File: src/rtl/mem_sdu_ctrl_pkg.sv
`default_nettype none
// +----------------------------------------------------------------------+
// | mem_sdu_ctrl_pkg                                                     |
// | Shared types and defaults for the SDU memory controller.             |
// | Rev 1.0                                                              |
// +----------------------------------------------------------------------+
package mem_sdu_ctrl_pkg;

  localparam int DEF_ADDR_W = 10;
  localparam int DEF_DATA_W = 32;

  localparam logic OP_WRITE = 1'b0;
  localparam logic OP_DUMP  = 1'b1;

  typedef enum logic [1:0] {
    ST_IDLE  = 2'd0,
    ST_WRITE = 2'd1,
    ST_DUMP  = 2'd2,
    ST_DONE  = 2'd3
  } state_t;

endpackage
`default_nettype wire

File: src/rtl/mem_sdu_ctrl_if.sv
`default_nettype none
// +----------------------------------------------------------------------+
// | mem_sdu_ctrl_if                                                      |
// | CPU store, SDU command/write/dump and memory port bundle.            |
// | Rev 1.0                                                              |
// +----------------------------------------------------------------------+
interface mem_sdu_ctrl_if
  import mem_sdu_ctrl_pkg::*;
#(
  parameter int ADDR_W = DEF_ADDR_W,
  parameter int DATA_W = DEF_DATA_W
);

  logic              cpu_we;
  logic [ADDR_W-1:0] cpu_addr;
  logic [DATA_W-1:0] cpu_din;

  logic              cmd_valid;
  logic              cmd_ready;
  logic              cmd_op;
  logic [ADDR_W-1:0] cmd_base;
  logic [ADDR_W-1:0] cmd_cnt;

  logic              wr_valid;
  logic [DATA_W-1:0] wr_data;
  logic              wr_ready;

  logic              rd_valid;
  logic [DATA_W-1:0] rd_data;
  logic              rd_ready;

  logic              busy;
  logic              done;

  logic              mem_we;
  logic [ADDR_W-1:0] mem_addr;
  logic [DATA_W-1:0] mem_din;
  logic [31:0]       mem_rd_addr;
  logic [DATA_W-1:0] mem_rd_data;

  // Controller side
  modport slave (
    input  cpu_we, cpu_addr, cpu_din,
    input  cmd_valid, cmd_op, cmd_base, cmd_cnt,
    input  wr_valid, wr_data, rd_ready, mem_rd_data,
    output cmd_ready, wr_ready, rd_valid, rd_data, busy, done,
    output mem_we, mem_addr, mem_din, mem_rd_addr
  );

  // CPU / SDU / memory side
  modport master (
    output cpu_we, cpu_addr, cpu_din,
    output cmd_valid, cmd_op, cmd_base, cmd_cnt,
    output wr_valid, wr_data, rd_ready, mem_rd_data,
    input  cmd_ready, wr_ready, rd_valid, rd_data, busy, done,
    input  mem_we, mem_addr, mem_din, mem_rd_addr
  );

endinterface
`default_nettype wire

File: src/rtl/mem_sdu_ctrl_wr_arb.sv
`default_nettype none
// +----------------------------------------------------------------------+
// | mem_sdu_wr_arb                                                       |
// | Memory write-port mux; CPU stores always win over SDU block writes.  |
// | Rev 1.0                                                              |
// +----------------------------------------------------------------------+
module mem_sdu_wr_arb
  import mem_sdu_ctrl_pkg::*;
#(
  parameter int ADDR_W = DEF_ADDR_W,
  parameter int DATA_W = DEF_DATA_W
) (
  input  wire               cpu_we,
  input  wire  [ADDR_W-1:0] cpu_addr,
  input  wire  [DATA_W-1:0] cpu_din,
  input  wire               sdu_req,
  input  wire  [ADDR_W-1:0] sdu_addr,
  input  wire  [DATA_W-1:0] sdu_din,
  output logic              grant,
  output logic              mem_we,
  output logic [ADDR_W-1:0] mem_addr,
  output logic [DATA_W-1:0] mem_din
);

  always_comb begin
    grant    = 1'b0;
    mem_we   = 1'b0;
    mem_addr = '0;
    mem_din  = '0;
    if (cpu_we) begin
      mem_we   = 1'b1;
      mem_addr = cpu_addr;
      mem_din  = cpu_din;
    end else if (sdu_req) begin
      grant    = 1'b1;
      mem_we   = 1'b1;
      mem_addr = sdu_addr;
      mem_din  = sdu_din;
    end
  end

endmodule
`default_nettype wire

File: src/rtl/mem_sdu_ctrl.sv
`default_nettype none
// +----------------------------------------------------------------------+
// | mem_sdu_ctrl                                                         |
// | SDU block-write / block-dump controller for the 1024x32 data memory. |
// | Rev 1.0                                                              |
// +----------------------------------------------------------------------+
module mem_sdu_ctrl
  import mem_sdu_ctrl_pkg::*;
#(
  parameter int ADDR_W = DEF_ADDR_W,
  parameter int DATA_W = DEF_DATA_W
) (
  input wire            clk,
  input wire            rst,
  mem_sdu_ctrl_if.slave bus
);

  state_t            r_state;
  state_t            w_state_nxt;
  logic [ADDR_W-1:0] r_base;
  logic [ADDR_W-1:0] r_cnt;
  logic [ADDR_W:0]   r_idx;
  logic              r_rd_valid;
  logic [DATA_W-1:0] r_rd_data;

  logic [ADDR_W-1:0] w_addr;
  logic              w_more;
  logic              w_sdu_req;
  logic              w_grant;
  logic              w_load;
  logic              w_take;

  // idx carries one extra bit so a full 2^ADDR_W-word command still ends
  assign w_addr    = r_base + r_idx[ADDR_W-1:0];
  assign w_more    = (r_idx <= {1'b0, r_cnt});
  assign w_sdu_req = (r_state == ST_WRITE) && bus.wr_valid;
  assign w_load    = (r_state == ST_DUMP) && w_more && (!r_rd_valid || bus.rd_ready);
  assign w_take    = r_rd_valid && bus.rd_ready;

  mem_sdu_wr_arb #(
    .ADDR_W (ADDR_W),
    .DATA_W (DATA_W)
  ) u_wr_arb (
    .cpu_we   (bus.cpu_we),
    .cpu_addr (bus.cpu_addr),
    .cpu_din  (bus.cpu_din),
    .sdu_req  (w_sdu_req),
    .sdu_addr (w_addr),
    .sdu_din  (bus.wr_data),
    .grant    (w_grant),
    .mem_we   (bus.mem_we),
    .mem_addr (bus.mem_addr),
    .mem_din  (bus.mem_din)
  );

  assign bus.wr_ready    = w_grant;
  assign bus.busy        = (r_state != ST_IDLE);
  assign bus.rd_valid    = r_rd_valid;
  assign bus.rd_data     = r_rd_data;
  assign bus.mem_rd_addr = (r_state == ST_DUMP) ? {{(32-ADDR_W){1'b0}}, w_addr} : 32'd0;

  always_ff @(posedge clk or posedge rst) begin
    if (rst) begin
      r_state <= ST_IDLE;
    end else begin
      r_state <= w_state_nxt;
    end
  end

  always_comb begin
    w_state_nxt   = r_state;
    bus.cmd_ready = 1'b0;
    bus.done      = 1'b0;
    case (r_state)
      ST_IDLE: begin
        bus.cmd_ready = 1'b1;
        if (bus.cmd_valid) begin
          w_state_nxt = (bus.cmd_op == OP_DUMP) ? ST_DUMP : ST_WRITE;
        end
      end
      ST_WRITE: begin
        if (w_grant && (r_idx == {1'b0, r_cnt})) begin
          w_state_nxt = ST_DONE;
        end
      end
      ST_DUMP: begin
        // Finish only when the final word has been handed over
        if (w_take && !w_more) begin
          w_state_nxt = ST_DONE;
        end
      end
      ST_DONE: begin
        bus.done    = 1'b1;
        w_state_nxt = ST_IDLE;
      end
      default: w_state_nxt = ST_IDLE;
    endcase
  end

  always_ff @(posedge clk or posedge rst) begin
    if (rst) begin
      r_base     <= '0;
      r_cnt      <= '0;
      r_idx      <= '0;
      r_rd_valid <= 1'b0;
      r_rd_data  <= '0;
    end else begin
      if ((r_state == ST_IDLE) && bus.cmd_valid) begin
        r_base <= bus.cmd_base;
        r_cnt  <= bus.cmd_cnt;
        r_idx  <= '0;
      end else if (w_grant || w_load) begin
        r_idx <= r_idx + (ADDR_W+1)'(1);
      end

      // Captures the pre-write value when the CPU stores to the same word
      if (w_load) begin
        r_rd_valid <= 1'b1;
        r_rd_data  <= bus.mem_rd_data;
      end else if (w_take) begin
        r_rd_valid <= 1'b0;
      end
    end
  end

endmodule
`default_nettype wire
File: src/flat_wrapper.sv
// flat-port wrapper written by rule: the top's interface ports become plain ports
module mem_sdu_ctrl_flat import mem_sdu_ctrl_pkg::*;
#(
  parameter int ADDR_W = DEF_ADDR_W,
  parameter int DATA_W = DEF_DATA_W
)
  (clk, rst, bus_cpu_we, bus_cpu_addr, bus_cpu_din, bus_cmd_valid, bus_cmd_op, bus_cmd_base, bus_cmd_cnt, bus_wr_valid, bus_wr_data, bus_rd_ready, bus_mem_rd_data, bus_cmd_ready, bus_wr_ready, bus_rd_valid, bus_rd_data, bus_busy, bus_done, bus_mem_we, bus_mem_addr, bus_mem_din, bus_mem_rd_addr);
  mem_sdu_ctrl_if #(.ADDR_W(ADDR_W), .DATA_W(DATA_W)) bus_i ();
  input wire clk;
  input wire rst;
  input wire logic [$bits(bus_i.cpu_we)-1:0] bus_cpu_we;
  input wire logic [$bits(bus_i.cpu_addr)-1:0] bus_cpu_addr;
  input wire logic [$bits(bus_i.cpu_din)-1:0] bus_cpu_din;
  input wire logic [$bits(bus_i.cmd_valid)-1:0] bus_cmd_valid;
  input wire logic [$bits(bus_i.cmd_op)-1:0] bus_cmd_op;
  input wire logic [$bits(bus_i.cmd_base)-1:0] bus_cmd_base;
  input wire logic [$bits(bus_i.cmd_cnt)-1:0] bus_cmd_cnt;
  input wire logic [$bits(bus_i.wr_valid)-1:0] bus_wr_valid;
  input wire logic [$bits(bus_i.wr_data)-1:0] bus_wr_data;
  input wire logic [$bits(bus_i.rd_ready)-1:0] bus_rd_ready;
  input wire logic [$bits(bus_i.mem_rd_data)-1:0] bus_mem_rd_data;
  output wire logic [$bits(bus_i.cmd_ready)-1:0] bus_cmd_ready;
  output wire logic [$bits(bus_i.wr_ready)-1:0] bus_wr_ready;
  output wire logic [$bits(bus_i.rd_valid)-1:0] bus_rd_valid;
  output wire logic [$bits(bus_i.rd_data)-1:0] bus_rd_data;
  output wire logic [$bits(bus_i.busy)-1:0] bus_busy;
  output wire logic [$bits(bus_i.done)-1:0] bus_done;
  output wire logic [$bits(bus_i.mem_we)-1:0] bus_mem_we;
  output wire logic [$bits(bus_i.mem_addr)-1:0] bus_mem_addr;
  output wire logic [$bits(bus_i.mem_din)-1:0] bus_mem_din;
  output wire logic [$bits(bus_i.mem_rd_addr)-1:0] bus_mem_rd_addr;
  assign bus_i.cpu_we = bus_cpu_we;
  assign bus_i.cpu_addr = bus_cpu_addr;
  assign bus_i.cpu_din = bus_cpu_din;
  assign bus_i.cmd_valid = bus_cmd_valid;
  assign bus_i.cmd_op = bus_cmd_op;
  assign bus_i.cmd_base = bus_cmd_base;
  assign bus_i.cmd_cnt = bus_cmd_cnt;
  assign bus_i.wr_valid = bus_wr_valid;
  assign bus_i.wr_data = bus_wr_data;
  assign bus_i.rd_ready = bus_rd_ready;
  assign bus_i.mem_rd_data = bus_mem_rd_data;
  assign bus_cmd_ready = bus_i.cmd_ready;
  assign bus_wr_ready = bus_i.wr_ready;
  assign bus_rd_valid = bus_i.rd_valid;
  assign bus_rd_data = bus_i.rd_data;
  assign bus_busy = bus_i.busy;
  assign bus_done = bus_i.done;
  assign bus_mem_we = bus_i.mem_we;
  assign bus_mem_addr = bus_i.mem_addr;
  assign bus_mem_din = bus_i.mem_din;
  assign bus_mem_rd_addr = bus_i.mem_rd_addr;
  mem_sdu_ctrl #(.ADDR_W(ADDR_W), .DATA_W(DATA_W)) u_core (.clk(clk), .rst(rst), .bus(bus_i));
endmodule
File: config.mk
export PLATFORM = sky130hd
export DESIGN_NAME = mem_sdu_ctrl_flat
export DESIGN_NICKNAME = d
export VERILOG_FILES = /design/src/rtl/mem_sdu_ctrl_pkg.sv /design/src/rtl/mem_sdu_ctrl_if.sv /design/src/rtl/mem_sdu_ctrl_wr_arb.sv /design/src/rtl/mem_sdu_ctrl.sv /design/src/flat_wrapper.sv
export SDC_FILE = /design/constraint.sdc
export NUM_CORES = 1
export LEC_CHECK = 0
export ABC_AREA = 1
export BUFFER_PORTS_ARGS = -buffer_cell sky130_fd_sc_hd__buf_4
export CAP_MARGIN = 5
export CORE_MARGIN = 3
export CORE_UTILIZATION = 45
export CTS_CLUSTER_DIAMETER = 150
export DETAILED_ROUTE_END_ITERATION = 8
export GPL_TIMING_DRIVEN = 0
export PLACE_DENSITY = 0.9
export SLEW_MARGIN = 0
export SYNTH_ARGS = -nofsm -noshare
export SYNTH_HDL_FRONTEND = slang
export SYNTH_SLANG_ARGS = --single-unit
export TNS_END_PERCENT = 100
File: constraint.sdc
create_clock -name clk -period 2 [get_ports clk]
set_clock_uncertainty 0.05 [all_clocks]
set_input_delay 0 -clock clk [delete_from_list [all_inputs] [get_ports clk]]
set_output_delay 0 -clock clk [all_outputs]
set_load 0.005 [all_outputs]
-- Word level (Yosys, flattened, before mapping)
Cells that the tools add are included.
- register bits after elaboration: 66
- word-level logic and storage cells: 51
- add/subtract/negate cells: 2
- order comparisons: 1
- equal/unequal tests: 7
- muxes and demuxes: 19
- reductions and logical operators: 16
- operators with widths (kind ; number):
    $mux W32 ; 2
    $mux W10 ; 3
    $mux W11 ; 2
    $add A11 B1 Y11 const B ; 1
    $eq A11 B10 Y1 ; 1
    $le A11 B10 Y1 ; 1
    $add A10 B10 Y10 ; 1
    $mux W2 ; 4
    $pmux W2 S4 ; 1
    $logic_and A1 B1 Y1 ; 7
    $mux W1 ; 7
    $ne A2 B2 Y1 const B ; 3
    $reduce_bool A2 Y1 ; 3
    $eq A2 B2 Y1 const B ; 2
    $reduce_and A3 Y1 ; 1
    $eq A2 B1 Y1 const B ; 1
    $logic_not A1 Y1 ; 2
    $logic_not A2 Y1 ; 1
    $logic_or A1 B1 Y1 ; 2

-- Longest topological paths before layout
- depth after elaboration: 7
- depth in mapped cells: 14
- mapped depth without buffers: 13

-- Modules after synthesis
A second synthesis with hierarchy kept.
- cell total of the unflattened synthesis: 646
- area, all modules: 4743.3 um^2
- by module, submodules not included (module ; instances ; cells an instance ; area an instance (um^2)):
    mem_sdu_ctrl ; 1 ; 502 ; 3975.1
    mem_sdu_wr_arb ; 1 ; 144 ; 768.2

-- Worst setup path after synthesis
Ideal clock, no wire load.
- kind: reg2out
- start point: register u_core.r_idx[0]
- end point: output bus_mem_addr[8]
- arrival time: 1.875 ns
- required time: 1.950 ns
- path slack: 0.075 ns
- stages on the path, launching flop included: 9
- path buffers: 0
- path through: dfrtp_1 > ha_1 > inv_1 > fa_1 > o21ai_0 > nand4_1 > nand3_1 > nand2_1 > o21ai_0
- word-level cells in the longest chain between the ends: 3
- ends and longest elaborated chain (what ; line ; source):
    from (decl) ; mem_sdu_ctrl.sv:22 ; logic [ADDR_W:0] r_idx;
    from (signal assigned) ; mem_sdu_ctrl.sv:113 ; r_idx <= r_idx + (ADDR_W+1)'(1);
    $add A10 B10 Y10 ; mem_sdu_ctrl.sv:34 ; assign w_addr = r_base + r_idx[ADDR_W-1:0];
    $mux W10 ; mem_sdu_ctrl_wr_arb.sv:34 ; end else if (sdu_req) begin
    $mux W10 ; mem_sdu_ctrl_wr_arb.sv:30 ; if (cpu_we) begin
    to (decl) ; flat_wrapper.sv:29 ; output wire logic [$bits(bus_i.mem_addr)-1:0] bus_mem_addr;
No other way between the ends.

-- Worst setup path in the final report
- start point: register u_core.r_base[0]
- end point: output bus_mem_addr[8]
- word-level cells in the longest chain between the ends: 3
- ends and longest elaborated chain (what ; line ; source):
    from (decl) ; mem_sdu_ctrl.sv:20 ; logic [ADDR_W-1:0] r_base;
    from (signal assigned) ; mem_sdu_ctrl.sv:109 ; r_base <= bus.cmd_base;
    $add A10 B10 Y10 ; mem_sdu_ctrl.sv:34 ;
    $mux W10 ; mem_sdu_ctrl_wr_arb.sv:34 ;
    $mux W10 ; mem_sdu_ctrl_wr_arb.sv:30 ;
No other way between the ends.

==> key figures <==
Outcome
  • Status: complete, but fails checks
  • Failing checks: setup timing

Floorplan
  • Die Span Y: 104 um
  • Full die area: 0.0109 mm^2
  • Core Area: 0.00933 mm^2
  • Rows: 35
  • Initial Utilization: 46.7%
  • IO Pins: 245
  • Die width: 104 um

GRT
  • GRT overflow: 0
  • First-pass GRT wire length: 28.4 mm
  • Vias in the first global route: 5,600
  • Initial antenna violation count: 0
  • Pin count of the biggest net entering global routing: 36
  • Total GRT Usage: 32.2%

Clock tree
  • H-tree Lvls: 3
  • Root Buffer Master: clkbuf_8
  • Clk buf depth: 2
  • Clock Sinks: 66
  • CTS tree: done
  • Clk_lat worst skew: 0.37 ns
  • Worst-path clk slew: 0.07 ns
  • Num CTS Buffers: 9

Critical path
  • Crit path kind: reg -> out
  • CP Data Arrival Time: 2.23 ns
  • CP Max Fanout: 3
  • Critical Path Source Type: register
  • CP Capture Type: output pin
  • CP required: 1.95 ns

Synthesis
  • Sequential fraction of the synthesis area: 37.9%
  • Number of synthesized flops with an enable pin: 0
  • Post-synth ARST share: 100%
  • Synthesized flop and latch total: 66
  • Synthesized area: 0.00436 mm^2
  • Most used DFF post-synth: dfrtp_1
  • Synth Instances: 561
  • Netlist cell types: 37
  • Synth warnings: 0
  • Syn_area_per_cell: 7.77 um^2

Routing
  • Vias: 5,914
  • 1st-pass router iterations: 6
  • Starting DRT DRC Count: 679
  • DR vias/cell: 5.70
  • Antenna viol nets, final: 0
  • Drt wl/cell: 21.8 um
  • Drc violations: 0
  • DRT Wirelength: 22.6 mm

Place
  • Hpwl dp: 10.8 mm
  • IO Port Bufs: 221
  • Placed cell areas: 0.00628 mm^2
  • Gpl congestion: 0.869
  • Placed Cells: 933

STA
  • Period utilization: 114%
  • Final Critical Period: 2.28 ns
  • Final setup margin: -0.280 ns
  • Fmax achieved: 0.439 GHz
  • Hold Fails Final Rpt: 0
  • Worst slew margin: 53.8%
  • Worst slew pin tran: 0.692 ns
  • Slew Viols, Final: 0
  • RSZ-0062 raised after global routing: true
  • Setup violations, final: 87

Finish
  • Post-Layout Cell Count: 1,038
  • Nets: 1,062
  • Diodes inserted: 0
  • Commonest non-fill, non-tap cell in the layout: buf_4
  • Final Cell Area: 0.00819 mm^2
  • Commonest cells after routing, fill and taps aside: 269 x buf_4, 120 x nand2_1, 69 x inv_1
  • Layout area overhead: 87.9%
  • Share of cells above drive strength 1: 50.3%

Power and ir drop
  • Pleak: 4.33 nW
  • VDD IR max: 0.000928 V
  • P per Cell Area: 1240 mW/mm^2
  • Overall power: 10.2 mW

Hold path
  • HP Class: in -> reg

Job
  • Max Cap Violations: 0
[layer usage]
layer | GRT usage (%) | up-vias | wire length, um
met5 | 0 | - | 0
met4 | 12.5 | 0 | 1340
met3 | 10.1 | 159 | 2450
met2 | 55.2 | 551 | 11200
met1 | 37.4 | 2759 | 7660
li1 | - | 2445 | -
[synthesized netlist by cell type (6+ instances only)]
library cell    n  area, um^2
buf_4          22         165
xor2_1          6        52.6
a21oi_1        16        80.1
buf_2           7        35.0
a22o_1         33         289
nand2_1       167         627
nand3_1        16        80.1
o21ai_2        13         114
dfrtp_1        66        1650
o21ai_1        17        85.1
ha_1           24         300
inv_1          77         289
nor2_1         24        90.1
nand3_2         7        70.1
o21ai_0        26         130
clkbuf_1        9        33.8
[registers in the layout (all words and copies together) (netlist names)]
| register | count |
|---|---|
| u_core.bus.rd_data | 32 |
| u_core.r_idx | 11 |
| u_core.bus.rd_valid | 1 |
| u_core.r_state | 2 |
| u_core.r_cnt | 10 |
| u_core.r_base | 10 |
[repair_timing]
item,4_1_cts,5_1_grt
endpoints found under the setup margin,95,96
gates cloned,3,4
setup buffers,19,9
hold buffers,55,0
pin swaps,22,20
resized for setup,73,132
endpoints found under the hold margin,86,0
[per-stage QoR]
stage	setup TNS (ns)	util, %	setup WS, ns	hold slack (ns)
after floorplan	0	-	0.0750	0.0473
after global placement	-39.14	67.1	-0.534	0.154
after detailed placement	-6.33	67.3	-0.272	0.109
after CTS	-0.925	80.8	-0.0633	0.0588
after global routing	-12.66	87.8	-0.327	0.113
final	-9.52	87.8	-0.280	0.109
[cell type report]
type	count	area (um^2)
timing repair buffer	311	2620
clock inverter	4	73.8
multi-input combinational	393	2830
sequential	66	1670
clock buffer	12	155
tap	129	161
fill	403	1140
inverter	78	294
buffer	45	394
[report_power, final]
part | internal [mW] | switching (mW) | total, mW
logic | 2.97 | 3.30 | 6.27
registers | 1.92 | 0.644 | 2.56
clock network | 0.771 | 0.570 | 1.34
[worst paths after layout]
path / from / endpoint / slack (ns) / cells after the start
worst max-delay path: u_core.r_base[0] / bus_mem_addr[8] / -0.28 / 9
worst min-delay path: bus_cmd_valid / u_core.r_idx[8] / 0.11 / 6
worst max register to register: u_core.r_cnt[2] / u_core.bus.rd_data[17] / -0.19 / 11
worst min register to register: u_core.bus.rd_data[20] / u_core.bus.rd_data[20] / 0.45 / 2
max in group asynchronous: rst / u_core.r_idx[0] / 0.98 / 4
min in group asynchronous: rst / u_core.bus.rd_data[13] / 0.26 / 3
[logic make-up after synthesis]
logic type | Yosys count | share of synthesized area [%]
and+or+nand+nor | 228 | 22.2
buffers and inverters | 123 | 14.0
AOI/OAI and AO/OA | 110 | 16.9
DFF | 66 | 37.9
adders and majority gates | 25 | 7.35
xor gates and xnor gates | 8 | 1.61
other | 1 | 0.0861
[worst max-delay path, cell delays in order (launching register included)]
cell     delay (ns)
dfrtp_1        0.40
ha_4           0.17
inv_2          0.04
fa_2           0.36
o21ai_4        0.21
nand4_1        0.18
nand3_1        0.16
nand2_1        0.09
o21ai_1        0.12
buf_4          0.13
Note: power is estimated with default switching activity, not from simulation.
